==> config.mk <==
export PLATFORM = sky130hd
export DESIGN_NAME = clock_set_ctrl
export DESIGN_NICKNAME = d
export VERILOG_FILES = /design/src/rtl/clock_pkg.sv /design/src/rtl/clock_field_inc.sv /design/src/rtl/clock_set_ctrl.sv
export SDC_FILE = /design/constraint.sdc
export NUM_CORES = 1
export LEC_CHECK = 0
export CORE_MARGIN = 8
export CORE_UTILIZATION = 50
export CTS_CLUSTER_DIAMETER = 120
export DETAILED_ROUTE_END_ITERATION = 8
export PLACE_DENSITY = 0.79
export SLEW_MARGIN = 0
export SYNTH_ARGS = -nofsm -noshare
export SYNTH_HDL_FRONTEND = slang
export SYNTH_HIERARCHICAL = 1
export SYNTH_SLANG_ARGS = --single-unit
==> constraint.sdc <==
create_clock -name clk -period 4.55 [get_ports clk]
set_clock_uncertainty 0.15 [all_clocks]
set_input_delay 1.365 -clock clk [delete_from_list [all_inputs] [get_ports clk]]
set_output_delay 1.365 -clock clk [all_outputs]
set_load 0.005 [all_outputs]
==> src/rtl/clock_pkg.sv <==
// clock_pkg: shared encodings and limits for the time/alarm display path.
//   state_t    - display/edit mode of clock_set_ctrl
//   field_t    - which time field is selected for editing
//   HOUR_MAX / MINSEC_MAX - wrap limits for binary hour and minute/second
//   BLANK_*    - digit-blank masks (bit0 = sec ones ... bit5 = hour tens)
package clock_pkg;

    typedef enum logic [1:0] {
        SHOW_TIME  = 2'd0,
        SHOW_ALARM = 2'd1,
        EDIT_TIME  = 2'd2,
        EDIT_ALARM = 2'd3
    } state_t;

    typedef enum logic [1:0] {
        FLD_HOUR = 2'd0,
        FLD_MIN  = 2'd1,
        FLD_SEC  = 2'd2
    } field_t;

    localparam logic [7:0] HOUR_MAX   = 8'd23;
    localparam logic [7:0] MINSEC_MAX = 8'd59;

    localparam logic [5:0] BLANK_HOUR = 6'b110000;
    localparam logic [5:0] BLANK_MIN  = 6'b001100;
    localparam logic [5:0] BLANK_SEC  = 6'b000011;

    function automatic logic [5:0] field_mask(input field_t f);
        logic [5:0] m;
        case (f)
            FLD_HOUR: m = BLANK_HOUR;
            FLD_MIN:  m = BLANK_MIN;
            FLD_SEC:  m = BLANK_SEC;
            default:  m = '0;
        endcase
        return m;
    endfunction

endpackage

==> src/rtl/clock_field_inc.sv <==
// clock_field_inc: combinational increment of one binary time field with wrap.
//   i_value - current field value (binary)
//   i_field - field selector; hours wrap 23->0, minutes/seconds wrap 59->0
//   o_value - incremented value
import clock_pkg::*;

module clock_field_inc (
    input  logic [7:0] i_value,
    input  field_t     i_field,
    output logic [7:0] o_value
);

    logic [7:0] w_max;

    always_comb begin
        w_max   = (i_field == FLD_HOUR) ? HOUR_MAX : MINSEC_MAX;
        // >= also folds any out-of-range value back to zero
        o_value = (i_value >= w_max) ? '0 : i_value + 8'd1;
    end

endmodule

==> src/rtl/clock_set_ctrl.sv <==
// clock_set_ctrl: mode/edit controller for the 6-digit time/alarm display.
//   clk, reset_n                 - clock, asynchronous active-low reset
//   tick_1hz                     - one-cycle pulse per second
//   key_mode/key_set/key_inc     - debounced one-cycle key pulses
//   alarm_en                     - alarm enable switch (level)
//   sec_reg/min_reg/hour_reg     - running time (binary)
//   time_clock_key               - 2'b01 show running time, 2'b10 show *_disp
//   sec_disp/min_disp/hour_disp  - alarm registers or edit shadow
//   blank                        - per-digit blanking for blinking the edit field
//   time_load, load_*            - one-cycle commit of edited time
//   alarm_ring                   - alarm sounding (level)
import clock_pkg::*;

module clock_set_ctrl #(
    parameter int unsigned BLINK_HALF   = 25_000_000,
    parameter int unsigned EDIT_TIMEOUT = 30,
    parameter int unsigned RING_SECS    = 60,
    parameter logic [7:0]  ALARM_H_RST  = 8'd7,
    parameter logic [7:0]  ALARM_M_RST  = 8'd0
) (
    input  logic       clk,
    input  logic       reset_n,
    input  logic       tick_1hz,
    input  logic       key_mode,
    input  logic       key_set,
    input  logic       key_inc,
    input  logic       alarm_en,
    input  logic [7:0] sec_reg,
    input  logic [7:0] min_reg,
    input  logic [7:0] hour_reg,
    output logic [1:0] time_clock_key,
    output logic [7:0] sec_disp,
    output logic [7:0] min_disp,
    output logic [7:0] hour_disp,
    output logic [5:0] blank,
    output logic       time_load,
    output logic [7:0] load_sec,
    output logic [7:0] load_min,
    output logic [7:0] load_hour,
    output logic       alarm_ring
);

    localparam int unsigned TO_W = $clog2(EDIT_TIMEOUT + 1);
    localparam int unsigned RG_W = $clog2(RING_SECS + 1);
    localparam int unsigned BL_W = (BLINK_HALF > 1) ? $clog2(BLINK_HALF) : 1;

    state_t          r_state;
    field_t          r_field;
    logic [7:0]      r_sh_h, r_sh_m, r_sh_s;
    logic [7:0]      r_al_h, r_al_m, r_al_s;
    logic [TO_W-1:0] r_to_cnt;
    logic [RG_W-1:0] r_ring_cnt;
    logic            r_ring;
    logic [BL_W-1:0] r_blink_cnt;
    logic            r_phase;

    state_t     w_state_nx;
    field_t     w_field_nx;
    logic [7:0] w_sh_h_nx, w_sh_m_nx, w_sh_s_nx;
    logic [7:0] w_al_h_nx, w_al_m_nx, w_al_s_nx;
    logic       w_commit_time;
    logic       w_to_clr, w_to_inc;
    logic       w_any_key, w_ringing, w_edit, w_nx_edit, w_match;
    logic [7:0] w_fld_val, w_fld_inc;

    assign w_any_key = key_mode | key_set | key_inc;
    // alarm_en low silences the output at once, not only from the next edge
    assign w_ringing = r_ring & alarm_en;
    assign w_edit    = (r_state == EDIT_TIME) || (r_state == EDIT_ALARM);
    assign w_nx_edit = (w_state_nx == EDIT_TIME) || (w_state_nx == EDIT_ALARM);
    assign w_match   = (hour_reg == r_al_h) && (min_reg == r_al_m) && (sec_reg == r_al_s);

    always_comb begin
        case (r_field)
            FLD_HOUR: w_fld_val = r_sh_h;
            FLD_MIN:  w_fld_val = r_sh_m;
            default:  w_fld_val = r_sh_s;
        endcase
    end

    clock_field_inc u_field_inc (
        .i_value (w_fld_val),
        .i_field (r_field),
        .o_value (w_fld_inc)
    );

    // Next-state / datapath decode. A pulse while ringing is swallowed here.
    always_comb begin
        w_state_nx    = r_state;
        w_field_nx    = r_field;
        w_sh_h_nx     = r_sh_h;
        w_sh_m_nx     = r_sh_m;
        w_sh_s_nx     = r_sh_s;
        w_al_h_nx     = r_al_h;
        w_al_m_nx     = r_al_m;
        w_al_s_nx     = r_al_s;
        w_commit_time = 1'b0;
        w_to_clr      = 1'b0;
        w_to_inc      = 1'b0;

        if (w_any_key) begin
            w_to_clr = 1'b1;
            if (!w_ringing) begin
                case (r_state)
                    SHOW_TIME: begin
                        if (key_mode) begin
                            w_state_nx = SHOW_ALARM;
                        end else if (key_set) begin
                            w_state_nx = EDIT_TIME;
                            w_field_nx = FLD_HOUR;
                            w_sh_h_nx  = hour_reg;
                            w_sh_m_nx  = min_reg;
                            w_sh_s_nx  = sec_reg;
                        end
                    end
                    SHOW_ALARM: begin
                        if (key_mode) begin
                            w_state_nx = SHOW_TIME;
                        end else if (key_set) begin
                            w_state_nx = EDIT_ALARM;
                            w_field_nx = FLD_HOUR;
                            w_sh_h_nx  = r_al_h;
                            w_sh_m_nx  = r_al_m;
                            w_sh_s_nx  = r_al_s;
                        end
                    end
                    default: begin
                        if (key_mode) begin
                            w_state_nx = (r_state == EDIT_TIME) ? SHOW_TIME : SHOW_ALARM;
                        end else if (key_set) begin
                            case (r_field)
                                FLD_HOUR: w_field_nx = FLD_MIN;
                                FLD_MIN:  w_field_nx = FLD_SEC;
                                default: begin
                                    if (r_state == EDIT_TIME) begin
                                        w_state_nx    = SHOW_TIME;
                                        w_commit_time = 1'b1;
                                    end else begin
                                        w_state_nx = SHOW_ALARM;
                                        w_al_h_nx  = r_sh_h;
                                        w_al_m_nx  = r_sh_m;
                                        w_al_s_nx  = r_sh_s;
                                    end
                                end
                            endcase
                        end else begin
                            case (r_field)
                                FLD_HOUR: w_sh_h_nx = w_fld_inc;
                                FLD_MIN:  w_sh_m_nx = w_fld_inc;
                                default:  w_sh_s_nx = w_fld_inc;
                            endcase
                        end
                    end
                endcase
            end
        end else if (w_edit && tick_1hz) begin
            if (r_to_cnt == TO_W'(EDIT_TIMEOUT - 1)) begin
                w_state_nx = (r_state == EDIT_TIME) ? SHOW_TIME : SHOW_ALARM;
                w_to_clr   = 1'b1;
            end else begin
                w_to_inc = 1'b1;
            end
        end
    end

    always_ff @(posedge clk or negedge reset_n) begin
        if (!reset_n) begin
            r_state        <= SHOW_TIME;
            r_field        <= FLD_HOUR;
            r_sh_h         <= '0;
            r_sh_m         <= '0;
            r_sh_s         <= '0;
            r_al_h         <= ALARM_H_RST;
            r_al_m         <= ALARM_M_RST;
            r_al_s         <= '0;
            r_to_cnt       <= '0;
            time_clock_key <= 2'b01;
            hour_disp      <= ALARM_H_RST;
            min_disp       <= ALARM_M_RST;
            sec_disp       <= '0;
            time_load      <= 1'b0;
            load_hour      <= '0;
            load_min       <= '0;
            load_sec       <= '0;
        end else begin
            r_state   <= w_state_nx;
            r_field   <= w_field_nx;
            r_sh_h    <= w_sh_h_nx;
            r_sh_m    <= w_sh_m_nx;
            r_sh_s    <= w_sh_s_nx;
            r_al_h    <= w_al_h_nx;
            r_al_m    <= w_al_m_nx;
            r_al_s    <= w_al_s_nx;
            if (w_to_clr) begin
                r_to_cnt <= '0;
            end else if (w_to_inc) begin
                r_to_cnt <= r_to_cnt + 1'b1;
            end
            // display registers track the next state so they change with it
            time_clock_key <= (w_state_nx == SHOW_TIME) ? 2'b01 : 2'b10;
            hour_disp      <= w_nx_edit ? w_sh_h_nx : w_al_h_nx;
            min_disp       <= w_nx_edit ? w_sh_m_nx : w_al_m_nx;
            sec_disp       <= w_nx_edit ? w_sh_s_nx : w_al_s_nx;
            time_load      <= w_commit_time;
            if (w_commit_time) begin
                load_hour <= r_sh_h;
                load_min  <= r_sh_m;
                load_sec  <= r_sh_s;
            end
        end
    end

    always_ff @(posedge clk or negedge reset_n) begin
        if (!reset_n) begin
            r_ring     <= 1'b0;
            r_ring_cnt <= '0;
        end else if (!alarm_en) begin
            r_ring     <= 1'b0;
            r_ring_cnt <= '0;
        end else if (w_any_key && r_ring) begin
            r_ring <= 1'b0;
        end else if (tick_1hz && (r_state != EDIT_TIME) && w_match) begin
            r_ring     <= 1'b1;
            r_ring_cnt <= '0;
        end else if (tick_1hz && r_ring) begin
            if (r_ring_cnt == RG_W'(RING_SECS - 1)) begin
                r_ring <= 1'b0;
            end else begin
                r_ring_cnt <= r_ring_cnt + 1'b1;
            end
        end
    end

    assign alarm_ring = w_ringing;

    always_ff @(posedge clk or negedge reset_n) begin
        if (!reset_n) begin
            r_blink_cnt <= '0;
            r_phase     <= 1'b0;
        end else if (r_blink_cnt == BL_W'(BLINK_HALF - 1)) begin
            r_blink_cnt <= '0;
            r_phase     <= ~r_phase;
        end else begin
            r_blink_cnt <= r_blink_cnt + 1'b1;
        end
    end

    assign blank = (w_edit && r_phase) ? field_mask(r_field) : '0;

endmodule

# Yosys cells after proc, flatten, opt, wreduce, memory -nomap -nowiden
# Index checks and enable logic that the tools add are counted.
# Widths: inputs -> output; s select.
# totals
register_bits,141
output_inout_bits,58
word_cells,176
# classes
magnitude_cmp,1
addsub,4
n_bitwise,6
reduce_logical,20
n_eq_ne,19
n_mux,105
# op_table
cell,n
$mux 8,52
$pmux 8 s2,4
$mux 6,7
$mux 2,17
$add 25x1->25 const B,1
$eq 25x25->1 const B,1
$mux 25,1
$eq 8x8->1,3
$mux 1,19
$pmux 6 s3,1
$eq 2x2->1 const B,5
$mux 5,2
$add 8x1->8 const B,1
$ge 8x8->1,1
$logic_and 1x1->1,8
$ne 4x1->1 const B,2
$pmux 2 s2,2
$add 6x1->6 const B,1
$eq 6x6->1 const B,1
$logic_not 2->1,3
$add 5x1->5 const B,1
$eq 5x5->1 const B,1
$reduce_and 5->1,1
$eq 2x1->1 const B,2
other kinds (12),18

# Depth between registers and ports, before layout
# Gate-level depths: netlist of run 1.
# logic_depth
depth_word,11
depth_mapped,13
mapped_depth_nobuf,11

# By module
# The synthesis of run 1 kept the hierarchy.
# by_module_without_submodules
module,n_inst,area_per_inst_um2,cells_each,seq_area_each_um2
clock_set_ctrl,1,6879.1,579,3537.1
clock_field_inc,1,201.4,29,0.0

# Worst setup path after synthesis of run 1
# Ideal clock, no wire load.
# synth_path
path_type,flip-flop to flip-flop
from,reg r_field[0]
to,reg hour_disp[6]
path_stages_with_launch,12
setup_ns,0.128
slack_ns,1.213
n_path_buf,2
arrival_time_ns,3.059
synth_period_minus_slack_ns,3.337
required_time_ns,4.272
cell_sequence,dfrtp_1 clkbuf_1 buf_1 mux2i_1 o21ai_0 or3b_4 a221oi_4 nor4_1 nand2_1 o22ai_1 a22o_2 mux2_1
# synth_between
elab_chain_cells,11
elab_cells_between_ends,30
cone_classes,add/sub: 1; order compare: 1; eq/ne: 3; mux: 22; reduce/logical: 3
# synth_lines
element,line,text
"start, declared",clock_set_ctrl.sv:48,field_t r_field;
"start signal, assigned",clock_set_ctrl.sv:187,r_field <= w_field_nx;
$eq 2x1->1 / $logic_not 2->1 (equally long branches),clock_set_ctrl.sv:74,case (r_field)
$pmux 8 s2 *,clock_set_ctrl.sv:74,
via w_fld_val[3],clock_set_ctrl.sv:64,"logic [7:0] w_fld_val, w_fld_inc;"
$add 8x1->8 / $ge 8x8->1 (equally long branches),clock_field_inc.sv:18,o_value = (i_value >= w_max) ? '0 : i_value + 8'd1;
$mux 8 *,clock_field_inc.sv:18,
via w_fld_inc[6],clock_set_ctrl.sv:64,
$mux 8 *,clock_set_ctrl.sv:147,case (r_field)
$mux 8 *,clock_set_ctrl.sv:130,end else if (key_set) begin
$mux 8 *,clock_set_ctrl.sv:128,if (key_mode) begin
$pmux 8 s2 *,clock_set_ctrl.sv:104,case (r_state)
$mux 8 *,clock_set_ctrl.sv:103,if (!w_ringing) begin
$mux 8 *,clock_set_ctrl.sv:101,if (w_any_key) begin
via w_sh_h_nx[6],clock_set_ctrl.sv:59,"logic [7:0] w_sh_h_nx, w_sh_m_nx, w_sh_s_nx;"
$mux 8 *,clock_set_ctrl.sv:201,hour_disp <= w_nx_edit ? w_sh_h_nx : w_al_h_nx;
"end signal, assigned",clock_set_ctrl.sv:201,
"end, declared",clock_set_ctrl.sv:34,"output logic [7:0] hour_disp,"
# Mark *: on every way through the listed nets, which the timed path passes. The rest lies on a longest branch.
# A chain may end at the register's enable or synchronous reset.

# Worst setup path in the final report of run 1
# layout_path
from,in alarm_en
to,out alarm_ring
# layout_between
elab_chain_cells,1
# layout_lines
element,line,text
"start, declared",clock_set_ctrl.sv:27,"input logic alarm_en,"
$and 1x1->1,clock_set_ctrl.sv:68,assign w_ringing = r_ring & alarm_en;
"end, declared",clock_set_ctrl.sv:40,output logic alarm_ring
# Every way passes these cells.

==> run summary, run 1 <==
Overall Power - 4.55 mW
drc violations - 0
reg-to-reg endpoint - hour_disp[6]
TritonCTS Buffers - 17
Post-Syn Instances - 608
Initial Util - 0.510
Fillers - 1073
RSZ-0062 raised after global routing - false
met2 Use GR - 0.340
worst path buffer plus inverter count - 3
critical path's slowest cell - clkdlybuf4s50_1
post-route ant nets - 0
Vias - 5287
worst path cell trace - clkdlybuf4s50_1, nand2_2, inv_2, clkdlybuf4s50_1
Mapped Area - 0.00708 mm^2
setup TNS - 0 ns
Root Driver - clkbuf_16
synth-to-layout area growth - 22.2%
GRT Total Usage - 0.209
syn nets - 645
crit path kind - in -> out
Max Clk Rate - 244 MHz
sequential area share after synthesis - 0.500
area leader, netlist - dfrtp_1
Die Width - 135 um
PortBufs - 88
endpoints failing setup - 0
yosys warns - 6
critical path depth in cells - 4
period utilization - 0.899
global routing's busiest layer - met2
Reg2Reg Depth - 9
Post-CTS Setup Inserts - 0
core area - 0.0139 mm^2
Hold/Removal Path Class - reg -> reg
M1 GR Usage - 0.267
CP delay by family, top - buffers and inverters
clk sinks - 141
total grt overflow - 0
number of I/O pins - 89
GPL Wtd Cong - 0.899
CTS tree - yes
Post-Route Utilization - 0.623
initial antenna violation count - 0
Final #Nets - 729
main flop type after synthesis - dfrtp_1
Slew Viols, Final - 0
Worst Setup SP - alarm_en
flops & latches, synth - 141
global-route wire length before repair - 30.2 mm
Hold Vio Cnt, Final - 0
Reg with most FFs - r_blink_cnt
Critical Path End - alarm_ring
Hold-fix buffers, CTS - 0
Worst-Margin Slew - 0.918 ns
die area - 0.0182 mm^2
Pre-Repair DR Iteration Count - 8
Setup WS post-layout - 0.457 ns
ant diodes - 0
cts repair resizes - 0
relative slew slack - 0.388
pre-CTS setup slack - 0.463 ns
grt met3 use - 0.0546
share of layout cells above drive strength 1 - 0.193
Clk pin slew, worst setup/hold paths - 0.06 ns
pin count of the biggest net entering global routing - 78
crit path launch type - input port
Die H - 135 um
Yosys cell types - 59
Leak - 3.86 nW
Slowest Stage Delay on Critical Path - 0.51 ns
Worst Path Max Fanout - 4
Worst VDD drop - 0.303 mV
Routed WL - 18.4 mm
H-tree levels - 4
row cnt - 43
Commonest cells post-synth - dfrtp_1 (134), mux2_2 (49), nand2_1 (49)
Critical Path AT - 2.58 ns
starting DRC count in detailed routing - 536
number of global-route vias before repair - 5585
Synth async-reset ratio - 1.00
CTS max path bufs - 2
EDFF count, synth - 0
CP dominant cell by count - clkdlybuf4s50_1
Worst EP required - 3.03 ns
status - finished, final reports clean
top-count cell post-synth - dfrtp_1
Setup crit end kind - output pin
worst reg2reg path startpoint - r_field[0]
minimum clock period - 4.09 ns
WL per Instance - 20.8 um
Via density - 5.99
DP HPWL - 12.9 mm
hold_sp - r_blink_cnt[4]
r2r setup slk - 0.84 ns
synth top area cells - dfrtp_1 (47%), mux2_2 (7.8%), mux2i_1 (4.7%)
Pwr Density - 527 mW/mm^2
Clock Latency Late Sink - 0.42 ns
max FFs per register - 25
Yosys top cell area share - 0.474
Hold WS - 0.315 ns
max cap viols - 0
Mean Syn Cell Area - 11.6 um^2
cells in the final DEF (no fill, tap or decap), types with 4 or more instances in the layout:
| cell | n |
|---|---|
| dfstp_2 | 7 |
| a31oi_1 | 5 |
| nor4_1 | 5 |
| a22o_2 | 14 |
| mux2_1 | 5 |
| xnor2_1 | 26 |
| mux2_2 | 49 |
| inv_1 | 8 |
| mux2i_1 | 33 |
| nand2_1 | 49 |
| nand4_1 | 10 |
| nor3_1 | 14 |
| o21ai_0 | 18 |
| nand3_1 | 25 |
| clkbuf_16 | 17 |
| mux2_4 | 18 |
| buf_4 | 7 |
| bufinv_16 | 4 |
| and3_1 | 7 |
| clkdlybuf4s50_1 | 87 |
| dfrtp_1 | 134 |
| clkbuf_1 | 5 |
| xor2_1 | 24 |
| o22ai_1 | 25 |
| a21oi_1 | 9 |
| nor2_1 | 32 |
| a22o_1 | 9 |
| ha_1 | 6 |
how the worst min path moves through the flow:
| stage | endpoint | slack [ns] | cells past startpoint |
|---|---|---|---|
| floorplan | r_blink_cnt[4] | 0.29 | 1 |
| global placement | r_blink_cnt[4] | 0.30 | 1 |
| detailed placement | r_blink_cnt[4] | 0.31 | 1 |
| CTS | r_phase | 0.32 | 1 |
| global route | r_phase | 0.32 | 1 |
| finish | r_blink_cnt[4] | 0.31 | 1 |
cells by family after synthesis:
family	after synthesis	share of synthesized area
AOI/OAI and AO/OA	92	0.0956
xor gates and xnor gates	50	0.0618
adders and majority gates	6	0.0106
buffers and inverters	41	0.0341
DFF	141	0.500
muxes	105	0.171
other	1	0.000530
and+or+nand+nor	172	0.127
per-layer routing:
layer  up-vias  routed length [um]  part of all wire
met5         -                   0                 0
met4         0                 313             0.017
met3        27                1270             0.069
met2       218                8990              0.49
met1      2679                7790              0.42
li1       2363                   -                 -
layout make-up:
class / count / area [um^2] / area share
inverters: 10 / 37.5 / 0.00434
well taps: 180 / 225 / 0.0260
multi-input cells: 426 / 3310 / 0.382
flip-flops and latches: 141 / 3540 / 0.409
repair buffers: 96 / 955 / 0.110
clock inverters: 8 / 143 / 0.0165
clock buffers: 22 / 444 / 0.0514
stage by stage:
stage | cells | instance area (um^2)
2_1_floorplan | 608 | 7080
3_3_place_gp | 853 | 8060
3_5_place_dp | 853 | 8060
4_1_cts | 883 | 8650
5_1_grt | 883 | 8650
6_report | 883 | 8650
where the power goes:
group	switching, mW	leakage [nW]	total (mW)	internal (mW)
sequential	0.308	1.88	1.87	1.56
combinational	0.533	1.70	1.27	0.741
clock	0.501	0.284	1.41	0.908
total	1.34	3.86	4.55	3.21
Power figures use the tool's default switching activity.
==> run 2: changes to the inputs <==
--- a/config.mk
+++ b/config.mk
@@ -5,11 +5,14 @@
 export SDC_FILE = /design/constraint.sdc
 export NUM_CORES = 1
 export LEC_CHECK = 0
+export CELL_PAD_IN_SITES_DETAIL_PLACEMENT = 0
+export CELL_PAD_IN_SITES_GLOBAL_PLACEMENT = 1
 export CORE_MARGIN = 8
-export CORE_UTILIZATION = 50
+export CORE_UTILIZATION = 45
 export CTS_CLUSTER_DIAMETER = 120
 export DETAILED_ROUTE_END_ITERATION = 8
-export PLACE_DENSITY = 0.79
+export PLACE_DENSITY = 0.87
+export RECOVER_POWER = 50
 export SLEW_MARGIN = 0
 export SYNTH_ARGS = -nofsm -noshare
 export SYNTH_HDL_FRONTEND = slang
==> run summary, run 2 (synthesized netlist as in run 1, its figures left out) <==
Post-CTS Setup Inserts - 0 (unchanged)
most common cell after layout, fill and taps aside - dfrtp_1
worst path buffer plus inverter count - 3 (unchanged)
Clk pin slew, worst setup/hold paths - 0.05 ns (about the same)
reg-to-reg endpoint - hour_disp[6]
Worst Path Max Fanout - 4 (unchanged)
Root Driver - clkbuf_16
crit path launch type - input port
minimum clock period - 4.09 ns (-0.00755 ns)
post-route ant nets - 0 (unchanged)
Worst VDD drop - 0.326 mV (+7.7%)
drc violations - 0 (unchanged)
hold depth - 1 (unchanged)
Via density - 5.63 (-6.0%)
clk sinks - 141 (unchanged)
worst path cell trace - clkdlybuf4s50_1, nand2_2, inv_2, clkdlybuf4s50_1
total grt overflow - 0 (unchanged)
critical path's slowest cell - clkdlybuf4s50_1
worst reg2reg path startpoint - r_field[1]
Hold/Removal Path Class - reg -> reg
Leak - 3.83 nW (-0.93%)
DP HPWL - 12.8 mm (-1.1%)
row cnt - 46 (+7.0%)
status - finished, violations left
CP dominant cell by count - clkdlybuf4s50_1
Pwr Density - 513 mW/mm^2 (-2.5%)
Hold WS - 0.319 ns (+0.00447 ns)
endpoints failing setup - 0 (unchanged)
Hold-fix buffers, CTS - 0 (unchanged)
Reg2Reg Depth - 9 (unchanged)
WL per Instance - 19.8 um (-4.9%)
TritonCTS Buffers - 17 (unchanged)
Worst-Margin Slew - 1.67 ns (+0.754 ns)
CTS tree - yes
number of global-route vias before repair - 5436 (-2.7%)
GPL Wtd Cong - 0.821 (-8.7%)
r2r setup slk - 1.07 ns (+0.23 ns)
crit path kind - in -> out
Initial Util - 0.452 (-0.0578)
violated checks - max-capacitance violations, max-slew violations
synth-to-layout area growth - 21.9%
CP delay by family, top - buffers and inverters
Slew Viols, Final - 69 (+69)
hold_sp - r_blink_cnt[4]
Pre-Repair DR Iteration Count - 4 (-4)
ant diodes - 0 (unchanged)
number of I/O pins - 89 (unchanged)
CTS max path bufs - 2 (unchanged)
Worst EP required - 3.03 ns (about the same)
Hold Vio Cnt, Final - 0 (unchanged)
max cap viols - 1 (+1)
PortBufs - 88 (unchanged)
Die H - 141 um (+4.8%)
Slowest Stage Delay on Critical Path - 0.51 ns (about the same)
initial antenna violation count - 0 (unchanged)
Setup crit end kind - output pin
Final #Nets - 730 (+0.14%)
global-route wire length before repair - 29.1 mm (-3.9%)
pin count of the biggest net entering global routing - 75 (-3.8%)
Die Width - 141 um (+4.8%)
Routed WL - 18.2 mm (-0.74%)
max FFs per register - 25 (unchanged)
Clock Latency Late Sink - 0.43 ns (about the same)
starting DRC count in detailed routing - 376 (-30%)
Overall Power - 4.43 mW (-2.7%)
share of layout cells above drive strength 1 - 0.194 (+0.000594)
Vias - 5191 (-1.8%)
Max Clk Rate - 245 MHz (+0.18%)
Critical Path AT - 2.57 ns (about the same)
die area - 0.0200 mm^2 (+9.8%)
RSZ-0062 raised after global routing - false
core area - 0.0157 mm^2 (+13%)
relative slew slack - -0.115 (-0.503)
H-tree levels - 4 (unchanged)
cts repair resizes - 0 (unchanged)
period utilization - 0.898 (-0.00166)
Reg with most FFs - r_blink_cnt
GRT Total Usage - 0.186 (-0.0234)
commonest cells after routing, fill and taps aside - dfrtp_1 (134), clkdlybuf4s50_1 (86), nand2_1 (49), mux2_2 (49), mux2i_1 (33)
hold worst-path end - r_blink_cnt[4]
setup TNS - 0 ns (unchanged)
==> run 2: changes by cell type in the layout (fill, tap and decap cells not counted), moves of 2 or more <==
| cell | change |
|---|---|
| and2_1 | -2 |
| and2_0 | +2 |
| clkbuf_1 | +2 |
| clkinvlp_4 | +2 |
| bufinv_16 | -3 |
==> run 2: how the worst max path moves through the flow <==
stage,startpoint,endpoint,slack (ns),cells past startpoint
finish,alarm_en,alarm_ring,0.46,4
global route,alarm_en,alarm_ring,0.41,4
CTS,alarm_en,alarm_ring,0.47,4
detailed placement,key_mode,hour_disp[7],0.44,6
global placement,alarm_en,alarm_ring,0.48,4
floorplan,r_field[0],hour_disp[6],1.21,11
==> run 2: metal layers <==
layer | share of wire | track usage | vias up
met2 | 0.48 | 0.296 | 166
met5 | 0 | 0 | -
met3 | 0.055 | 0.0474 | 30
li1 | - | - | 2363
met1 | 0.44 | 0.240 | 2632
met4 | 0.025 | 0.0695 | 0
==> run 2: through the flow <==
| step | instances | setup slack, ns | instance area [um^2] | utilization |
|---|---|---|---|---|
| 2_1_floorplan | 608 | 1.21 | 7080 | - |
| 3_3_place_gp | 890 | 0.477 | 8120 | 0.518 |
| 3_5_place_dp | 890 | 0.440 | 8120 | 0.518 |
| 4_1_cts | 922 | 0.465 | 8650 | 0.552 |
| 5_1_grt | 922 | 0.413 | 8630 | 0.551 |
| 6_report | 922 | 0.465 | 8630 | 0.551 |
==> run 2: where the power goes <==
group	internal, mW	leakage (nW)	switching [mW]	total (mW)
sequential	1.56	1.88	0.297	1.86
clock	0.762	0.251	0.520	1.28
combinational	0.743	1.70	0.545	1.29
total	3.07	3.83	1.36	4.43
==> run 2: final cells by class <==
class | instances | area, um^2
clock buffers | 25 | 465
clock inverters | 7 | 67.6
fillers | 1357 | 7030
inverters | 10 | 37.5
multi-input cells | 426 | 3310
flip-flops and latches | 141 | 3540
well taps | 216 | 270
repair buffers | 97 | 943
